[src/rtl/neuron_activation_if.sv]
// neuron_activation_if: sample, bias and result bus between the weighted sum, the activation stage and its consumer
interface neuron_activation_if #(
  parameter int sum_w = 16,
  parameter int bit_length = 4,
  parameter int cnt_w = 8
);
  logic [sum_w-1:0] in_sum;
  logic in_valid;
  logic in_ready;
  logic [sum_w-1:0] bias_in;
  logic bias_we;
  logic [bit_length-1:0] out_act;
  logic out_sat;
  logic out_valid;
  logic out_ready;
  logic [cnt_w-1:0] sat_count;
  logic sat_clr;
  modport master (
    output in_sum, in_valid, bias_in, bias_we, out_ready, sat_clr,
    input in_ready, out_act, out_sat, out_valid, sat_count
  );
  modport slave (
    input in_sum, in_valid, bias_in, bias_we, out_ready, sat_clr,
    output in_ready, out_act, out_sat, out_valid, sat_count
  );
endinterface

[src/rtl/neuron_activation.sv]
// neuron_activation: bias add, arithmetic shift, ReLU and saturation in a two-stage valid/ready pipeline
module neuron_activation #(
  parameter int num_inputs = 2,
  parameter int bit_length = 4,
  parameter int shift = 0,
  parameter int cnt_w = 8
) (
  input logic clk,
  input logic rst_n,
  neuron_activation_if.slave io_bus
);
  localparam int sum_w = 2 * num_inputs * bit_length;
  logic [sum_w-1:0] r_bias;
  logic [sum_w:0] r_s1_sum;
  logic r_s1_valid;
  logic [bit_length-1:0] r_out_act;
  logic r_out_sat;
  logic r_out_valid;
  logic [cnt_w-1:0] r_sat_count;
  logic w_s2_adv;
  logic w_s1_adv;
  logic w_in_ready;
  logic w_s1_load;
  logic signed [sum_w:0] w_shifted;
  logic w_neg;
  logic w_over;
  logic [bit_length-1:0] w_act;
  assign w_s2_adv = !r_out_valid || io_bus.out_ready;
  assign w_s1_adv = r_s1_valid && w_s2_adv;
  assign w_in_ready = !r_s1_valid || w_s2_adv;
  assign w_s1_load = io_bus.in_valid && w_in_ready;
  assign w_shifted = $signed(r_s1_sum) >>> shift;
  assign w_neg = w_shifted[sum_w];
  assign w_over = !w_neg && |w_shifted[sum_w-1:bit_length];
  assign w_act = w_neg ? '0 : w_over ? '1 : w_shifted[bit_length-1:0];
  assign io_bus.in_ready = w_in_ready;
  assign io_bus.out_act = r_out_act;
  assign io_bus.out_sat = r_out_sat;
  assign io_bus.out_valid = r_out_valid;
  assign io_bus.sat_count = r_sat_count;
  // bias register; a sample accepted on the same edge still sees the old value
  always_ff @(posedge clk)
    if (!rst_n) r_bias <= '0;
    else if (io_bus.bias_we) r_bias <= io_bus.bias_in;
  // stage 1: one extra bit of headroom so the bias add can never wrap
  always_ff @(posedge clk)
    if (!rst_n) begin
      r_s1_valid <= 1'b0;
      r_s1_sum <= '0;
    end else if (w_s1_load) begin
      r_s1_valid <= 1'b1;
      r_s1_sum <= {io_bus.in_sum[sum_w-1], io_bus.in_sum} + {r_bias[sum_w-1], r_bias};
    end else if (w_s1_adv) r_s1_valid <= 1'b0;
  // stage 2: result only changes when a real sample moves in, so it holds under stall
  always_ff @(posedge clk)
    if (!rst_n) begin
      r_out_valid <= 1'b0;
      r_out_act <= '0;
      r_out_sat <= 1'b0;
    end else if (w_s2_adv) begin
      r_out_valid <= r_s1_valid;
      if (r_s1_valid) begin
        r_out_act <= w_act;
        r_out_sat <= w_over;
      end
    end
  // clip-event counter sticks at full scale; clear wins over a coincident clipped handshake
  always_ff @(posedge clk)
    if (!rst_n || io_bus.sat_clr) r_sat_count <= '0;
    else if (r_out_valid && io_bus.out_ready && r_out_sat && r_sat_count != '1) r_sat_count <= r_sat_count + cnt_w'(1);
endmodule
[src/flat_wrapper.sv]
// flat-port wrapper written by rule: the top's interface ports become plain ports
module neuron_activation_flat 
#(
  parameter int num_inputs = 2,
  parameter int bit_length = 4,
  parameter int shift = 0,
  parameter int cnt_w = 8
)
  (clk, rst_n, io_bus_in_sum, io_bus_in_valid, io_bus_bias_in, io_bus_bias_we, io_bus_out_ready, io_bus_sat_clr, io_bus_in_ready, io_bus_out_act, io_bus_out_sat, io_bus_out_valid, io_bus_sat_count);
  neuron_activation_if #(.bit_length(bit_length), .cnt_w(cnt_w)) io_bus_i ();
  input logic clk;
  input logic rst_n;
  input wire logic [$bits(io_bus_i.in_sum)-1:0] io_bus_in_sum;
  input wire logic [$bits(io_bus_i.in_valid)-1:0] io_bus_in_valid;
  input wire logic [$bits(io_bus_i.bias_in)-1:0] io_bus_bias_in;
  input wire logic [$bits(io_bus_i.bias_we)-1:0] io_bus_bias_we;
  input wire logic [$bits(io_bus_i.out_ready)-1:0] io_bus_out_ready;
  input wire logic [$bits(io_bus_i.sat_clr)-1:0] io_bus_sat_clr;
  output wire logic [$bits(io_bus_i.in_ready)-1:0] io_bus_in_ready;
  output wire logic [$bits(io_bus_i.out_act)-1:0] io_bus_out_act;
  output wire logic [$bits(io_bus_i.out_sat)-1:0] io_bus_out_sat;
  output wire logic [$bits(io_bus_i.out_valid)-1:0] io_bus_out_valid;
  output wire logic [$bits(io_bus_i.sat_count)-1:0] io_bus_sat_count;
  assign io_bus_i.in_sum = io_bus_in_sum;
  assign io_bus_i.in_valid = io_bus_in_valid;
  assign io_bus_i.bias_in = io_bus_bias_in;
  assign io_bus_i.bias_we = io_bus_bias_we;
  assign io_bus_i.out_ready = io_bus_out_ready;
  assign io_bus_i.sat_clr = io_bus_sat_clr;
  assign io_bus_in_ready = io_bus_i.in_ready;
  assign io_bus_out_act = io_bus_i.out_act;
  assign io_bus_out_sat = io_bus_i.out_sat;
  assign io_bus_out_valid = io_bus_i.out_valid;
  assign io_bus_sat_count = io_bus_i.sat_count;
  neuron_activation #(.num_inputs(num_inputs), .bit_length(bit_length), .shift(shift), .cnt_w(cnt_w)) u_core (.clk(clk), .rst_n(rst_n), .io_bus(io_bus_i));
endmodule
[config.mk]
export PLATFORM = sky130hd
export DESIGN_NAME = neuron_activation_flat
export DESIGN_NICKNAME = d
export VERILOG_FILES = /design/src/rtl/neuron_activation_if.sv /design/src/rtl/neuron_activation.sv /design/src/flat_wrapper.sv
export SDC_FILE = /design/constraint.sdc
export NUM_CORES = 1
export LEC_CHECK = 0
export CORE_ASPECT_RATIO = 0.8
export CORE_MARGIN = 4
export CORE_UTILIZATION = 38
export DETAILED_ROUTE_END_ITERATION = 10
export PLACE_DENSITY = 0.62
export SYNTH_ARGS = -nofsm -noshare
export SYNTH_HDL_FRONTEND = slang
export SYNTH_SLANG_ARGS = --single-unit
export TNS_END_PERCENT = 50
[constraint.sdc]
create_clock -name clk -period 3.2 [get_ports clk]
set_input_delay 0.64 -clock clk [delete_from_list [all_inputs] [get_ports clk]]
set_output_delay 0.64 -clock clk [all_outputs]
set_load 0.02 [all_outputs]
==> out/metrics.csv <==
metric;value;unit
grt_use_total;15.0;%
clock_latency;310;ps
peakVddDrop;0.000191;V
htree_levels;2;
ys_ff_latch;48;
placed_cells;435;
crit_chain;clkdlybuf4s50_1 -> nand3b_2 -> clkdlybuf4s50_1;
tritoncts;done;
synth_area_leader_cell;dfxtp_1;
finalSetupViolCount;0;
cp_slowest_cell;clkdlybuf4s50_1;
grt_pass1_wl;10100;microns
endpoint;io_bus_in_ready;
netlist.area_leader.share;36.2;%
hold_class;reg -> reg;
stdcell_count;443;
synth_most_common_cell;dfxtp_1;
first_pass_iters;4;
post_cts_resized;0;
status;finished clean;
antenna_found_initial;0;
rsz0062_at_grt;no;
cp_common_cell;clkdlybuf4s50_1;
seq_area_frac_synth;36.2;%
path_clk_slew;90;ps
synthesis.nets;363;
area_growth;25.8;%
final_nets;414;
cts.sinks;48;
cts_inserted_buffers;5;
io_pins;53;
diodes;0;
hpwlAfterDp;4600;microns
cp-start-kind;input pin;
synth_area;2650;sq um
slew_viol_final;0;
rrSetupSlack;1140;ps
r2r_end;u_core.r_s1_sum[14];
initial_core_util;40.4;%
period_share;82.0;%
critPathMaxFanout;5;
relSlewSlack;59.0;%
gp_congestion;0.871;
p_leak;1.32;nW
cp_top_family;buffers and inverters;
drt_iter0_drc;107;
route.detailed.drc;0;
synthTopCellsByArea;dfxtp_1 (36%), ha_1 (8.0%), mux2i_1 (6.4%), nor2_1 (5.2%), a21oi_1 (4.2%);
portBuffers;52;
end_kind;output port;
core-area;6570;sq um
cp.required;2560;ps
die-width;101;microns
ys.warnings.count;0;
startpoint;io_bus_out_ready;
synth_ff_type;dfxtp_1;
postCtsSetupRepairBufs;0;
overflow;0;
ant_nets;0;
grt_pass1_vias;2118;
fmax;0.381;GHz
synthCells;307;
hold_violations;0;
cts_root_buf;clkbuf_8;
die_area;8390;sq um
synthArstFlopShare;0;%
r2r_start;u_core.r_bias[0];
synth_cell_types;54;
min_period;2630;ps
maxCapViolCount;0;
clk_path_buf_depth;2;
cts_hold_buf;0;
vias;2329;
grt_max_degree;19;
routed_wl;6050;microns
crit_buf_inv;2;
worstHoldStart;u_core.r_s1_sum[1];
synth.avg_cell_area;8.64;sq um
routed_via_density;5.26;
worstPathArrival;1990;ps
tightestPinTransition;611;ps
wl_per_cell;13.7;microns
slowest_delay;620;ps
rows;26;
critPathKind;in -> out;
setup_tns;0;ps
skew;9.34;ps
die_h;82.7;microns
r2r_cells;7;
synth-edff-count;0;
netlist_top_cells_count;dfxtp_1 (48), nor2_1 (37), nand2_1 (26);
drive_gt1_share;7.52;%
crit_cells;3;
powerDensity;425;nW/um^2
==> registers in the layout (all words and copies together) (netlist names) <==
| register | cells |
|---|---|
| u_core.r_s1_valid | 1 |
| u_core.io_bus.sat_count | 8 |
| u_core.r_s1_sum | 17 |
| u_core.io_bus.out_valid | 1 |
| u_core.io_bus.out_act | 4 |
| u_core.r_bias | 16 |
| u_core.io_bus.out_sat | 1 |
==> worst reg2reg max path, delay by kind of cell, from the launching register on <==
kind	cells	cell delay, ps
AO/OA/AOI/OAI	3	650
adder cells (fa/ha/maj)	2	640
flip-flops	1	320
AND/OR/NAND/NOR	2	370
==> layer usage <==
| layer | part of all wire, % | wire [microns] | track usage [%] | vias up |
|---|---|---|---|---|
| li1 | - | - | - | 1211 |
| met1 | 51 | 3090 | 21.5 | 1043 |
| met2 | 41 | 2510 | 22.8 | 70 |
| met4 | 0.68 | 41 | 3.85 | 0 |
| met5 | 0 | 0 | 0 | - |
| met3 | 6.8 | 411 | 3.19 | 5 |
==> cells in the final DEF (no fill, tap or decap), types with 2 or more instances in the layout <==
master	count
clkdlybuf4s50_1	52
dfxtp_1	48
nor2_1	37
nand2_1	26
a21oi_1	22
mux2i_1	17
ha_1	17
nand3_1	16
o21ai_0	11
nor3_1	10
inv_1	8
xnor2_1	8
o31ai_1	7
nor4_1	5
and2_1	5
clkbuf_8	5
or3_1	4
a31oi_1	4
a211oi_1	4
buf_4	4
nand2b_1	3
nand4_1	3
xor2_1	3
a21o_2	3
or2_2	3
o21a_1	3
o21ai_1	2
nor4b_1	2
o211ai_1	2
==> worst min path at each step <==
| stage | endpoint | slack [ps] | cells after the start |
|---|---|---|---|
| floorplan | u_core.r_s1_sum[5] | 430 | 2 |
| global placement | u_core.r_s1_sum[4] | 440 | 2 |
| detailed placement | u_core.r_s1_sum[1] | 450 | 2 |
| CTS | u_core.r_s1_sum[1] | 460 | 2 |
| global route | u_core.r_s1_sum[4] | 490 | 2 |
| finish | u_core.r_s1_sum[1] | 460 | 2 |
==> metrics by stage <==
step	setup slack [ps]	instance area, sq um	hold slack, ps	total power, mW	utilization (%)
after global routing	526	3340	486	1.49	50.8
after global placement	455	3220	441	0.968	49.0
after floorplan	1000	2650	432	0.871	-
after CTS	573	3340	464	1.43	50.8
after detailed placement	400	3220	449	0.972	49.0
final	574	3340	461	1.42	50.8
==> power by group <==
part | switching, mW | internal, mW | total (mW)
registers | 0.0242 | 0.636 | 0.661
logic | 0.151 | 0.147 | 0.299
clock network | 0.225 | 0.236 | 0.460
==> logic make-up after synthesis <==
kind of cell             synth area share [%]
buffers and inverters                    4.34
XOR/XNOR                                 3.63
adder cells (fa/ha/maj)                  8.77
AND/OR/NAND/NOR                          21.6
AO/OA/AOI/OAI                            19.1
flip-flops                               36.2
multiplexers                             6.41
==> layout make-up <==
type | count | area, sq um
Inverter | 8 | 30.0
Clock inverter | 3 | 46.3
Timing Repair Buffer | 56 | 551
Tap cell | 84 | 105
Clock buffer | 5 | 68.8
Fill cell | 658 | 3230
Multi-Input combinational cell | 239 | 1580
Sequential cell | 48 | 961
(Power assumes the default switching activity.)
